`src/rtl/exe_muldiv_pkg.sv`:
```
// Shared types and RV-M op encodings for the iterative multiply/divide unit.
package exe_muldiv_pkg;

    typedef enum logic [1:0] {
        ST_IDLE = 2'd0,
        ST_CALC = 2'd1,
        ST_DONE = 2'd2
    } muldiv_state_t;

    localparam logic [2:0] F3_MUL    = 3'd0;
    localparam logic [2:0] F3_MULH   = 3'd1;
    localparam logic [2:0] F3_MULHSU = 3'd2;
    localparam logic [2:0] F3_MULHU  = 3'd3;
    localparam logic [2:0] F3_DIV    = 3'd4;
    localparam logic [2:0] F3_DIVU   = 3'd5;
    localparam logic [2:0] F3_REM    = 3'd6;
    localparam logic [2:0] F3_REMU   = 3'd7;

    function automatic logic f3_a_signed(input logic [2:0] f);
        return (f == F3_MULH) || (f == F3_MULHSU) || (f == F3_DIV) || (f == F3_REM);
    endfunction

    function automatic logic f3_b_signed(input logic [2:0] f);
        return (f == F3_MULH) || (f == F3_DIV) || (f == F3_REM);
    endfunction

endpackage

```
`src/rtl/exe_muldiv_unit_fwd_mux.sv`:
```
// Operand forwarding select: 0 picks the register value, k picks forwarded
// slice k-1, anything beyond the last source yields zero.
module exe_fwd_mux
    import exe_muldiv_pkg::*;
#(
    parameter int DATA_WIDTH = 32,
    parameter int N_FWD      = 2,
    parameter int FSEL_W     = $clog2(N_FWD + 1)
) (
    input  logic [DATA_WIDTH-1:0]       reg_data,
    input  logic [N_FWD*DATA_WIDTH-1:0] fwd_data,
    input  logic [FSEL_W-1:0]           sel,
    output logic [DATA_WIDTH-1:0]       data
);

    always_comb begin
        data = '0;
        if (sel == '0) begin
            data = reg_data;
        end
        for (int k = 1; k <= N_FWD; k++) begin
            if (sel == FSEL_W'(k)) begin
                data = fwd_data[(k-1)*DATA_WIDTH +: DATA_WIDTH];
            end
        end
    end

endmodule

```
`src/rtl/exe_muldiv_unit.sv`:
```
// Iterative RV-M multiply/divide unit: one radix-2 step per cycle on operand
// magnitudes, sign fix-up on the final step, zero-divisor/overflow shortcuts.
//
//   state   | meaning
//   --------+-----------------------------------------------------------
//   ST_IDLE | ready for a new op (in_ready high)
//   ST_CALC | DATA_WIDTH shift-add / restoring-divide iterations
//   ST_DONE | result held on out_valid until out_ready (or flush)
module exe_muldiv_unit
    import exe_muldiv_pkg::*;
#(
    parameter int DATA_WIDTH = 32,
    parameter int N_FWD      = 2,
    parameter int FSEL_W     = $clog2(N_FWD + 1)
) (
    input  logic                        clk,
    input  logic                        rst,
    input  logic                        in_valid,
    output logic                        in_ready,
    input  logic [2:0]                  funct3,
    input  logic [DATA_WIDTH-1:0]       rs1_data,
    input  logic [DATA_WIDTH-1:0]       rs2_data,
    input  logic [N_FWD*DATA_WIDTH-1:0] fwd_data,
    input  logic [FSEL_W-1:0]           fwd_sel_a,
    input  logic [FSEL_W-1:0]           fwd_sel_b,
    input  logic [4:0]                  rd_addr_in,
    input  logic                        flush,
    output logic                        out_valid,
    input  logic                        out_ready,
    output logic [DATA_WIDTH-1:0]       result,
    output logic [4:0]                  rd_addr_out,
    output logic                        busy
);

    localparam int W     = DATA_WIDTH;
    localparam int CNT_W = $clog2(DATA_WIDTH);
    localparam logic [CNT_W-1:0] LAST_CNT = CNT_W'(DATA_WIDTH - 1);

    muldiv_state_t state, state_d;
    logic          accept, last_step;

    logic [W-1:0] opnd_a, opnd_b;

    exe_fwd_mux #(.DATA_WIDTH(DATA_WIDTH), .N_FWD(N_FWD), .FSEL_W(FSEL_W)) u_fwd_a (
        .reg_data (rs1_data),
        .fwd_data (fwd_data),
        .sel      (fwd_sel_a),
        .data     (opnd_a)
    );

    exe_fwd_mux #(.DATA_WIDTH(DATA_WIDTH), .N_FWD(N_FWD), .FSEL_W(FSEL_W)) u_fwd_b (
        .reg_data (rs2_data),
        .fwd_data (fwd_data),
        .sel      (fwd_sel_b),
        .data     (opnd_b)
    );

    // Accept-cycle decode: magnitudes, result signs and the two shortcut cases.
    logic         is_div, a_sign, b_sign, div_zero, div_ovf, special;
    logic [W-1:0] a_mag, b_mag, special_res;

    always_comb begin
        is_div   = funct3[2];
        a_sign   = opnd_a[W-1] && f3_a_signed(funct3);
        b_sign   = opnd_b[W-1] && f3_b_signed(funct3);
        a_mag    = a_sign ? -opnd_a : opnd_a;
        b_mag    = b_sign ? -opnd_b : opnd_b;
        div_zero = is_div && (opnd_b == '0);
        div_ovf  = ((funct3 == F3_DIV) || (funct3 == F3_REM))
                   && (opnd_a == {1'b1, {(W-1){1'b0}}}) && (opnd_b == '1);
        special  = div_zero || div_ovf;
        special_res = '0;
        if (div_zero) begin
            special_res = funct3[1] ? opnd_a : '1;
        end else if (div_ovf) begin
            special_res = funct3[1] ? '0 : opnd_a;
        end
    end

    // Iteration registers: {acc_hi, acc_lo} is product / {remainder, quotient}.
    logic [W-1:0]     acc_hi, acc_lo, op_m;
    logic [CNT_W-1:0] cnt;
    logic             is_div_q, want_rem_q, sel_hi_q, neg_q, neg_rem_q;
    logic [4:0]       rd_tag_q;
    logic [W-1:0]     result_q;

    logic [W:0]       mul_sum, rem_sh, rem_diff;
    logic [W-1:0]     hi_nx, lo_nx, quo, rem, final_res;
    logic [2*W-1:0]   prod, prod_s;

    always_comb begin
        mul_sum  = {1'b0, acc_hi} + (acc_lo[0] ? {1'b0, op_m} : '0);
        rem_sh   = {acc_hi, acc_lo[W-1]};
        rem_diff = rem_sh - {1'b0, op_m};
        if (is_div_q) begin
            if (!rem_diff[W]) begin
                hi_nx = rem_diff[W-1:0];
                lo_nx = {acc_lo[W-2:0], 1'b1};
            end else begin
                hi_nx = rem_sh[W-1:0];
                lo_nx = {acc_lo[W-2:0], 1'b0};
            end
        end else begin
            hi_nx = mul_sum[W:1];
            lo_nx = {mul_sum[0], acc_lo[W-1:1]};
        end
        prod   = {hi_nx, lo_nx};
        prod_s = neg_q ? -prod : prod;
        quo    = neg_q ? -lo_nx : lo_nx;
        rem    = neg_rem_q ? -hi_nx : hi_nx;
        if (is_div_q) begin
            final_res = want_rem_q ? rem : quo;
        end else begin
            final_res = sel_hi_q ? prod_s[2*W-1:W] : prod_s[W-1:0];
        end
    end

    always_ff @(posedge clk or posedge rst) begin
        if (rst) begin
            state <= ST_IDLE;
        end else begin
            state <= state_d;
        end
    end

    // Flush outranks every transition, including accept and completion.
    always_comb begin
        state_d   = state;
        accept    = 1'b0;
        last_step = 1'b0;
        case (state)
            ST_IDLE: begin
                if (!flush && in_valid) begin
                    accept  = 1'b1;
                    state_d = special ? ST_DONE : ST_CALC;
                end
            end
            ST_CALC: begin
                if (flush) begin
                    state_d = ST_IDLE;
                end else if (cnt == LAST_CNT) begin
                    last_step = 1'b1;
                    state_d   = ST_DONE;
                end
            end
            ST_DONE: begin
                if (flush || out_ready) begin
                    state_d = ST_IDLE;
                end
            end
            default: state_d = ST_IDLE;
        endcase
    end

    always_ff @(posedge clk or posedge rst) begin
        if (rst) begin
            acc_hi     <= '0;
            acc_lo     <= '0;
            op_m       <= '0;
            cnt        <= '0;
            is_div_q   <= 1'b0;
            want_rem_q <= 1'b0;
            sel_hi_q   <= 1'b0;
            neg_q      <= 1'b0;
            neg_rem_q  <= 1'b0;
            rd_tag_q   <= '0;
            result_q   <= '0;
        end else if (accept) begin
            acc_hi     <= '0;
            acc_lo     <= is_div ? a_mag : b_mag;
            op_m       <= is_div ? b_mag : a_mag;
            cnt        <= '0;
            is_div_q   <= is_div;
            want_rem_q <= funct3[1];
            sel_hi_q   <= |funct3[1:0];
            neg_q      <= a_sign ^ b_sign;
            neg_rem_q  <= a_sign;
            rd_tag_q   <= rd_addr_in;
            if (special) begin
                result_q <= special_res;
            end
        end else if ((state == ST_CALC) && !flush) begin
            acc_hi <= hi_nx;
            acc_lo <= lo_nx;
            cnt    <= last_step ? '0 : cnt + CNT_W'(1);
            if (last_step) begin
                result_q <= final_res;
            end
        end
    end

    assign in_ready    = (state == ST_IDLE);
    assign out_valid   = (state == ST_DONE);
    assign busy        = (state == ST_CALC) || (state == ST_DONE);
    assign result      = result_q;
    assign rd_addr_out = rd_tag_q;

endmodule

```
`config.mk`:
```
export PLATFORM = sky130hd
export DESIGN_NAME = exe_muldiv_unit
export DESIGN_NICKNAME = d
export VERILOG_FILES = /design/src/rtl/exe_muldiv_pkg.sv /design/src/rtl/exe_muldiv_unit_fwd_mux.sv /design/src/rtl/exe_muldiv_unit.sv
export SDC_FILE = /design/constraint.sdc
export NUM_CORES = 1
export LEC_CHECK = 0
export CAP_MARGIN = 20
export CORE_MARGIN = 4
export CORE_UTILIZATION = 45
export CTS_CLUSTER_DIAMETER = 120
export CTS_CLUSTER_SIZE = 20
export DETAILED_ROUTE_END_ITERATION = 12
export PLACE_DENSITY = 0.67
export SYNTH_ARGS = -nofsm -noshare
export SYNTH_HDL_FRONTEND = slang
export SYNTH_SLANG_ARGS = --single-unit
```
`constraint.sdc`:
```
create_clock -name clk -period 13.8 [get_ports clk]
set_clock_uncertainty 0.05 [all_clocks]
set_input_delay 1.38 -clock clk [delete_from_list [all_inputs] [get_ports clk]]
set_output_delay 1.38 -clock clk [all_outputs]
set_load 0.02 [all_outputs]
```
# [After elaboration in Yosys (flattened, before gate mapping)]
# Index checks and enable logic that the tools add are counted.
[totals] ff_bits=145 output_inout_bits=40
[op_classes] addsub=8 n_eq_ne=17 mux=47 n_bitwise=1 reduce_logical=26
[ops] op="32-bit 2-to-1 mux" count=31
[ops] op="32-bit negator" count=4
[ops] op="32-bit equality test, second input constant" count=2
[ops] op="64-bit 2-to-1 mux" count=1
[ops] op="64-bit negator" count=1
[ops] op="32-bit by 32-bit adder with 33-bit output" count=1
[ops] op="33-bit by 32-bit subtractor with 33-bit output" count=1
[ops] op="32-bit logical NOT" count=1
[ops] op="5-bit 2-to-1 mux" count=3
[ops] op="2-bit 2-to-1 mux" count=5
[ops] op="1-bit logical OR" count=9
[ops] op="1-bit logical AND" count=7
[ops] op="2-bit by 1-bit equality test with 1-bit output, second input constant" count=3
[ops] op="2-bit equality test, second input constant" count=3
[ops] op="3-bit equality test, second input constant" count=2
[ops] op="2-bit logical NOT" count=3
[ops] op="1-bit 2-to-1 mux" count=6
[ops] op="2-bit by 1-bit inequality test with 1-bit output, second input constant" count=3
[ops] op="2-bit one-hot mux with 3 select lines" count=1
[ops] op="3-bit AND reduction" count=2
[ops] op="5-bit by 1-bit adder with 5-bit output, second input constant" count=1
[ops] op="5-bit equality test, second input constant" count=1
[ops] op="2-bit nonzero test" count=2
[ops] op="3-bit by 1-bit equality test with 1-bit output, second input constant" count=1
[ops] op="5 further kinds" count=5

# [Longest topological paths before layout]
# Gate-level depths: netlist of the first run.
[logic_depth] word_depth=11 mapped_depth=27 mapped_depth_nobuf=23

# [By module]
# From an unflattened synthesis of the first run, not the netlist that was laid out.
[hier_totals] cells_unflattened=2545 area_unflattened_um2=18809.3
[by_module_without_submodules] module="exe_muldiv_unit" n_inst=1 cells_per_inst=2391 area_each_um2=17235.3 seq_area_each_um2=3628.5
[by_module_without_submodules] module="exe_fwd_mux" n_inst=2 cells_per_inst=77 area_each_um2=787.0 seq_area_each_um2=0.0

# [Worst setup path after synthesis of the first run]
# No wires, ideal clock.
[synth_timing] path_kind="flip-flop to flip-flop" start="register acc_lo[31]" end="register result_q[22] (netlist: result[22])" setup_ps=131 t_arrival_ps=5750 path_slack_ps=7869 path_stages_with_launch=27 period_less_slack_ps=5931 cell_sequence="dfrtp_1 -> clkbuf_1 -> inv_1 -> ha_1 -> inv_1 -> fa_1 -> a211oi_2 -> o211ai_2 -> nand3_2 -> a211oi_2 -> o21ai_2 -> buf_2 -> a31oi_2 -> ha_1 -> o21ai_1 -> or3_1 -> or4_1 -> buf_2 -> or2_4 -> nor3_4 -> nand2_2 -> a2111o_1 -> nor4b_4 -> mux2i_1 -> o21ai_1 -> a21oi_1 -> o21ai_1"
[synth_between] elab_chain_cells=10 word_cells_on_any_way=17
[synth_rtl] element="start: declaration" line="exe_muldiv_unit.sv:81" rtl="logic [W-1:0] acc_hi, acc_lo, op_m;"
[synth_rtl] element="start signal: assignment" line="exe_muldiv_unit.sv:170" rtl="acc_lo <= is_div ? a_mag : b_mag;"
[synth_rtl] element="start signal: assignment" line="exe_muldiv_unit.sv:184" rtl="acc_lo <= lo_nx;"
[synth_rtl] element="33-bit by 32-bit subtractor with 33-bit output" line="exe_muldiv_unit.sv:94" rtl="rem_diff = rem_sh - {1'b0, op_m};"
[synth_rtl] element="1-bit 2-to-1 mux / 32-bit 2-to-1 mux (equally long branches)" line="exe_muldiv_unit.sv:96" rtl="if (!rem_diff[W]) begin"
[synth_rtl] element="32-bit 2-to-1 mux" line="exe_muldiv_unit.sv:95" rtl="if (is_div_q) begin"
[synth_rtl] element="64-bit negator (tied with other cells)" line="exe_muldiv_unit.sv:108" rtl="prod_s = neg_q ? -prod : prod;"
[synth_rtl] element="64-bit 2-to-1 mux (tied with other cells)" line="exe_muldiv_unit.sv:108"
[synth_rtl] element="32-bit 2-to-1 mux (on tied branches)" line="exe_muldiv_unit.sv:114, exe_muldiv_unit.sv:112"
[synth_rtl] element="32-bit 2-to-1 mux (*)" line="exe_muldiv_unit.sv:111" rtl="if (is_div_q) begin"
[synth_rtl] element="32-bit 2-to-1 mux (*)" line="exe_muldiv_unit.sv:186" rtl="if (last_step) begin"
[synth_rtl] element="32-bit 2-to-1 mux (*)" line="exe_muldiv_unit.sv:182" rtl="end else if ((state == ST_CALC) && !flush) begin"
[synth_rtl] element="32-bit 2-to-1 mux (*)" line="exe_muldiv_unit.sv:168" rtl="end else if (accept) begin"
[synth_rtl] element="end signal: assignment" line="exe_muldiv_unit.sv:180" rtl="result_q <= special_res;"
[synth_rtl] element="end signal: assignment" line="exe_muldiv_unit.sv:187" rtl="result_q <= final_res;"
[synth_rtl] element="end: declaration" line="exe_muldiv_unit.sv:85" rtl="logic [W-1:0] result_q;"
# Every way passes the cells marked *; elsewhere a longest branch is shown, timed or not. The select of a mux whose other input is x is not followed.
# A chain may end at the register's enable or synchronous reset.

# [Worst setup path after layout of the first run]
# Same ends and word-level chain as after synthesis.

==> flow_summary.json, run 1 <==
{
  "clock_tree.buffer_depth": 2,
  "synth.yosys.seq_area_share": 0.195,
  "synth_xor_area_frac": 0.0804,
  "mappedNetlistNets": 2828,
  "ys_warn_count": 0,
  "grt_overflow_total": 0,
  "synth_top_family_by_area": "compound AO/OA/AOI/OAI gates",
  "insertion_delay_ns": 0.47,
  "cts.clk_slew.worst_paths_ns": 0.07,
  "tritoncts.num_buffers": 17,
  "postLayoutSetupSlackWorst_ns": 6.59,
  "start_util": 0.455,
  "die_width_um": 211,
  "status": "finished clean",
  "hold_viol": 0,
  "synth-edff-count": 0,
  "detail_route.drc_violations": 0,
  "tritoncts_clock_tree": "built",
  "synth_largest_type_area_fraction": 0.195,
  "critPathLaunchType": "register",
  "yosysUniqueCellTypes": 107,
  "first_pass_iters": 6,
  "floorplan.core_area_um2": 40900,
  "synth-main-ff-cell": "sky130_fd_sc_hd__dfrtp_1",
  "synthAdderAreaFrac": 0.0534,
  "crit_type": "reg2reg",
  "worstMarginPinSlew_ns": 1.18,
  "final-max-slew-violation-count": 0,
  "timing.critical_path.arrival_ns": 7.50,
  "grt_util_met1": 0.428,
  "worst-path-max-fanout": 17,
  "antenna-diode-count": 0,
  "r2r_setup_slack_ns": 6.59,
  "fill_count": 4079,
  "cts_hold_repair.buffers": 0,
  "synth-compound-area-share": 0.299,
  "final_util": 0.519,
  "globalRouteTotalUtil": 0.351,
  "clock_tree.root_cell": "sky130_fd_sc_hd__clkbuf_16",
  "power_density_nw_per_um2": 247,
  "ir_worst_vdd_v": 0.000109,
  "global_routing_s_busiest_layer": "met2",
  "static-leakage-power_nw": 8.57,
  "die_height_um": 211,
  "finalCritPeriodShare": 0.522,
  "yosys.area.top_type": "sky130_fd_sc_hd__dfrtp_1",
  "number_of_setup_violations_in_the_final_report": 0,
  "initialDrtViolationCount": 2335,
  "hold_crit_path_type": "reg2reg",
  "synth.area.mux_share": 0.0625,
  "multi_input_comb_area_um2": 13900,
  "cts_resized": 0,
  "route.vias.total": 20900,
  "finalCriticalPeriod_ns": 7.21,
  "vias_in_the_first_global_route": 20000,
  "final_common_cell": "sky130_fd_sc_hd__nand2_1",
  "synth_async_sr_flop_share": 1.00,
  "post-cts-setup-buffer-count": 0,
  "synth_simple_gate_area_share": 0.251,
  "totalWireLength_um": 81000,
  "port_buffers": 184,
  "routability_congestion_estimate": 1.03,
  "cap_violations": 0,
  "met3_usage": 0.0694,
  "synthToLayoutAreaGrowth_pct": 14.0,
  "antenna_found_initial": 4,
  "final_cell_count_no_fill": 3214,
  "core_rows": 74,
  "cp-end-kind": "register",
  "synth.area.top_cells": "sky130_fd_sc_hd__dfrtp_1 19%, sky130_fd_sc_hd__a21oi_1 7.3%, sky130_fd_sc_hd__mux2i_1 6.1%",
  "final_area_um2": 21200,
  "layout.cells.most_common_list": "294 x sky130_fd_sc_hd__nand2_1, 279 x sky130_fd_sc_hd__nor2_1, 272 x sky130_fd_sc_hd__a21oi_1, 205 x sky130_fd_sc_hd__o21ai_0, 181 x sky130_fd_sc_hd__clkdlybuf4s50_1",
  "timing.max_slew.rel_slack": 0.205,
  "post_synth_instance_area_um2": 18600,
  "fp.dieArea_um2": 44700,
  "postSynthRegisterBits": 145,
  "wl_per_cell_um": 25.2,
  "global_route_wire_length_before_repair_um": 121000,
  "placed_cell_area_um2": 20600,
  "grt_max_degree": 78,
  "htree_num_levels": 4,
  "syn_inst": 2607,
  "grt_setup_unrepaired": "no",
  "post-place-ws_ns": 6.50,
  "synth.avg_cell_area_um2": 7.15,
  "clock_sinks": 145,
  "register_area_um2": 3630,
  "design.portCount": 185,
  "fmax_mhz": 139,
  "crit_required_ns": 14.10,
  "vias_per_cell": 6.50,
  "finalSetupTns_ns": 0,
  "layout-drive-gt1-share": 0.0574,
  "dp_cells": 3181,
  "hpwlAfterDp_um": 63900,
  "ant_nets": 0,
  "grt_use_met2": 0.587,
  "final_nets": 2890
}
registers in the layout, indices dropped and copies added (netlist names), 2 cells and up:
name / cells
op_m: 32
result: 32
acc_hi: 32
acc_lo: 32
cnt: 5
rd_addr_out: 5
state: 2
logic make-up after synthesis:
logic type | Yosys count
AOI/OAI and AO/OA | 875
xor gates and xnor gates | 171
adders and majority gates | 79
buffers and inverters | 253
DFF | 145
muxes | 116
and+or+nand+nor | 968
worst paths after layout:
kind / from / endpoint / cells after the start
max in group asynchronous: rst / op_m[28] / 4
hold / removal: rd_addr_out[1] / rd_addr_out[1] / 2
min in group asynchronous: rst / cnt[4] / 2
setup / recovery: acc_lo[31] / result[22] / 23
hold reg to reg: rd_addr_out[1] / rd_addr_out[1] / 2
setup reg to reg: acc_lo[31] / result[22] / 23
cell usage after synthesis (9+ instances only):
cell and instances:
sky130_fd_sc_hd__a2111oi_0 9, sky130_fd_sc_hd__a211oi_1 77, sky130_fd_sc_hd__a21boi_0 11, sky130_fd_sc_hd__a21o_1 31, sky130_fd_sc_hd__a21oi_1 272, sky130_fd_sc_hd__a221oi_1 10, sky130_fd_sc_hd__a311oi_1 10, sky130_fd_sc_hd__a31oi_1 40
sky130_fd_sc_hd__and2_1 62, sky130_fd_sc_hd__and3_1 19, sky130_fd_sc_hd__buf_1 12, sky130_fd_sc_hd__buf_2 35, sky130_fd_sc_hd__buf_6 12, sky130_fd_sc_hd__clkbuf_1 110, sky130_fd_sc_hd__dfrtp_1 145, sky130_fd_sc_hd__ha_1 74
sky130_fd_sc_hd__inv_1 77, sky130_fd_sc_hd__mux2i_1 113, sky130_fd_sc_hd__nand2_1 294, sky130_fd_sc_hd__nand2b_1 24, sky130_fd_sc_hd__nand3_1 56, sky130_fd_sc_hd__nand4_1 31, sky130_fd_sc_hd__nor2_1 280, sky130_fd_sc_hd__nor2b_1 16
sky130_fd_sc_hd__nor3_1 72, sky130_fd_sc_hd__nor4_1 18, sky130_fd_sc_hd__o211ai_1 32, sky130_fd_sc_hd__o21a_1 14, sky130_fd_sc_hd__o21ai_0 205, sky130_fd_sc_hd__o21ai_1 25, sky130_fd_sc_hd__o2bb2ai_1 18, sky130_fd_sc_hd__o31ai_1 20
sky130_fd_sc_hd__or2_2 18, sky130_fd_sc_hd__or3_1 18, sky130_fd_sc_hd__xnor2_1 96, sky130_fd_sc_hd__xor2_1 75
critical path, cell delays in order, from the launching register on:
cell and delay [ns]:
sky130_fd_sc_hd__dfrtp_1 0.52, sky130_fd_sc_hd__inv_1 0.11, sky130_fd_sc_hd__ha_1 0.18, sky130_fd_sc_hd__inv_1 0.06, sky130_fd_sc_hd__fa_1 0.43, sky130_fd_sc_hd__a211oi_2 0.29, sky130_fd_sc_hd__o211ai_2 0.22, sky130_fd_sc_hd__nand3_2 0.17
sky130_fd_sc_hd__a211o_1 0.34, sky130_fd_sc_hd__nand3_2 0.43, sky130_fd_sc_hd__a31oi_2 0.60, sky130_fd_sc_hd__ha_1 0.25, sky130_fd_sc_hd__o21ai_1 0.11, sky130_fd_sc_hd__or3_1 0.43, sky130_fd_sc_hd__or4_1 0.63, sky130_fd_sc_hd__or2_4 0.33
sky130_fd_sc_hd__nor3_4 0.26, sky130_fd_sc_hd__nand2_2 0.11, sky130_fd_sc_hd__a2111o_1 0.45, sky130_fd_sc_hd__nor4b_4 0.49, sky130_fd_sc_hd__mux2i_1 0.25, sky130_fd_sc_hd__o21ai_1 0.07, sky130_fd_sc_hd__a21oi_1 0.19, sky130_fd_sc_hd__o21ai_1 0.08
layout make-up:
| class | instances | area share |
|---|---|---|
| clock inverter | 10 | 0.00736 |
| multi-input combinational | 2209 | 0.656 |
| clock buffer | 22 | 0.0223 |
| timing repair buffer | 218 | 0.0985 |
| inverter | 78 | 0.0140 |
| sequential | 145 | 0.171 |
| tap | 532 | 0.0313 |
per-stage QoR:
step	hold WS [ns]	total power, mW
floorplan	0.414	3.42
global placement	0.408	4.56
detailed placement	0.411	4.57
CTS	0.427	5.12
global route	0.450	5.56
finish	0.421	5.24
power by group:
part | switching (mW) | internal [mW] | leakage (nW)
Clock | 0.212 | 0.316 | 0.310
Combinational | 2.62 | 1.32 | 6.42
Sequential | 0.202 | 0.572 | 1.84
routing by layer:
metal / up-vias / wire length [µm]
li1: 9601 / -
met1: 9901 / 31700
met2: 1125 / 37700
met3: 254 / 6600
met4: 4 / 4900
met5: - / 27
(Power assumes the default switching activity.)
==> run 2: changes to the inputs <==
Settings changed: PLACE_DENSITY 0.67 to 0.7.
Clock period 13.8 ns to 6.26 ns, I/O delays scaled along.
==> run 2 against run 1 <==
- flip-flop and latch count is the same
- critical path type unchanged
- register-to-register slack lost 6.3 ns
- non-clock buffer count grew 46
- largest cell class unchanged
- largest power group unchanged
- sequential power grew 120%
==> flow_summary.json, run 2 (same netlist as run 1, synthesis figures left out) <==
{
  "die_height_um": 211,
  "static-leakage-power_nw": 8.76,
  "final_nets": 2936,
  "final_common_cell": "sky130_fd_sc_hd__nand2_1",
  "post-cts-setup-buffer-count": 0,
  "fmax_mhz": 168,
  "final-max-slew-violation-count": 0,
  "port_buffers": 184,
  "design.portCount": 185,
  "globalRouteTotalUtil": 0.339,
  "critPathLaunchType": "register",
  "worstMarginPinSlew_ns": 1.12,
  "synthToLayoutAreaGrowth_pct": 15.7,
  "initialDrtViolationCount": 2453,
  "antenna_found_initial": 2,
  "grt_max_degree": 91,
  "status": "finished clean",
  "hold_viol": 0,
  "fp.dieArea_um2": 44700,
  "hold_crit_path_type": "reg2reg",
  "fill_count": 4099,
  "ant_nets": 0,
  "clock_tree.buffer_depth": 2,
  "cts.clk_slew.worst_paths_ns": 0.07,
  "finalSetupTns_ns": 0,
  "htree_num_levels": 4,
  "crit_type": "reg2reg",
  "start_util": 0.455,
  "floorplan.core_area_um2": 40900,
  "tritoncts.num_buffers": 17,
  "cp-end-kind": "register",
  "core_rows": 74,
  "global_route_wire_length_before_repair_um": 119000,
  "wl_per_cell_um": 23.9,
  "hpwlAfterDp_um": 61200,
  "layout.cells.most_common_list": "294 x sky130_fd_sc_hd__nand2_1, 279 x sky130_fd_sc_hd__nor2_1, 271 x sky130_fd_sc_hd__a21oi_1, 205 x sky130_fd_sc_hd__o21ai_0, 181 x sky130_fd_sc_hd__clkdlybuf4s50_1",
  "clock_sinks": 145,
  "cp_cell_sequence": "ha_1 > a211oi_1 > o21bai_1 > a22oi_2 > a211oi_2 > o21ai_2 > a31oi_2 > ha_1 > o21ai_1 > or3_1 > or4_1 > or2_4 > nor3_4 > nand2_2 > a2111o_1 > nor4b_4 > mux2i_1 > o21ai_1 > a21oi_1 > o21ai_1",
  "grt_setup_unrepaired": "no",
  "grt_overflow_total": 0,
  "cp_slowest_stage_delay_ns": 0.52,
  "route.vias.total": 21000,
  "crit_top_cell": "sky130_fd_sc_hd__o21ai_1",
  "routability_congestion_estimate": 1.05,
  "crit_path_top_delay_cell": "sky130_fd_sc_hd__or4_1",
  "cap_violations": 0,
  "tritoncts_clock_tree": "built",
  "antenna-diode-count": 0,
  "timing.critical_path.arrival_ns": 6.22,
  "first_pass_iters": 8,
  "vias_in_the_first_global_route": 20500,
  "finalCritPeriodShare": 0.950,
  "power_density_nw_per_um2": 533,
  "ir_worst_vdd_v": 0.000353,
  "worst-path-max-fanout": 9,
  "clock_tree.root_cell": "sky130_fd_sc_hd__clkbuf_16",
  "layout-drive-gt1-share": 0.0751,
  "vias_per_cell": 6.44,
  "number_of_setup_violations_in_the_final_report": 0,
  "timing.max_slew.rel_slack": 0.244,
  "totalWireLength_um": 77900,
  "die_width_um": 211,
  "detail_route.drc_violations": 0,
  "insertion_delay_ns": 0.45,
  "finalCriticalPeriod_ns": 5.95,
  "crit_required_ns": 6.54,
  "final_util": 0.527
}
==> run 2: cell count changes in the layout (fill, tap and decap cells not counted), moves of 2 or more <==
cell,change
sky130_fd_sc_hd__inv_6,+2
sky130_fd_sc_hd__ha_2,+2
sky130_fd_sc_hd__bufinv_16,-2
sky130_fd_sc_hd__clkinvlp_4,+2
sky130_fd_sc_hd__buf_4,+47
sky130_fd_sc_hd__ha_1,-2
==> run 2: area by class of cell <==
cell class / instances / area, µm² / share of cell area
Clock inverter: 12 / 133 / 0.00615
Sequential cell: 145 / 3630 / 0.168
Timing Repair Buffer: 264 / 2440 / 0.113
Multi-Input combinational cell: 2209 / 13900 / 0.646
Clock buffer: 20 / 457 / 0.0212
Inverter: 78 / 298 / 0.0138
Tap cell: 532 / 666 / 0.0309
==> run 2: worst paths after layout <==
| check | startpoint | endpoint | slack [ns] | depth (start not counted) |
|---|---|---|---|---|
| max | acc_hi[8] | result[22] | 0.31 | 20 |
| min | rd_addr_out[3] | rd_addr_out[3] | 0.42 | 2 |
| max reg2reg | acc_hi[8] | result[22] | 0.31 | 20 |
| max in group asynchronous | rst | is_div_q | 4.42 | 3 |
| min in group asynchronous | rst | cnt[2] | 0.52 | 2 |
| min reg2reg | rd_addr_out[3] | rd_addr_out[3] | 0.42 | 2 |
==> run 2: worst max-delay path: cells and delay by family, from the launching register on <==
family | cells | cell delay, ns
flip-flops | 1 | 0.48
adder cells (fa/ha/maj) | 2 | 0.73
AO/OA/AOI/OAI | 11 | 2.28
multiplexers | 1 | 0.24
AND/OR/NAND/NOR | 6 | 2.04
==> run 2: repair_timing <==
item                                    4_1_cts  5_1_grt
endpoints found under the setup margin        0        3
resized for setup                             0        4
hold buffers                                  0        0
hold endpoints to repair                      0        0
==> run 2: per-stage QoR <==
| step | power [mW] | hold slack [ns] | instance area, µm² | worst slack [ns] | std cells |
|---|---|---|---|---|---|
| after floorplan | 7.53 | 0.414 | 18600 | 0.329 | 2607 |
| after global placement | 9.99 | 0.408 | 21000 | 0.465 | 3228 |
| after detailed placement | 10.1 | 0.416 | 21000 | 0.291 | 3228 |
| after CTS | 11.2 | 0.432 | 21600 | 0.265 | 3260 |
| after global routing | 12.2 | 0.458 | 21600 | 0.0313 | 3260 |
| final | 11.5 | 0.424 | 21600 | 0.314 | 3260 |
==> run 2: report_power, final <==
group	total (mW)	leakage (nW)	switching (mW)	internal, mW
Combinational	8.67	6.64	5.57	3.10
Sequential	1.74	1.84	0.478	1.26
Clock	1.08	0.283	0.467	0.610
==> run 2: routing by layer <==
layer / vias to the layer above / routed length, µm / GRT usage
met3: 266 / 7130 / 0.0550
met4: 2 / 4820 / 0.189
met1: 9884 / 30700 / 0.436
met2: 1152 / 35300 / 0.544
li1: 9683 / - / -
met5: - / 13 / 0
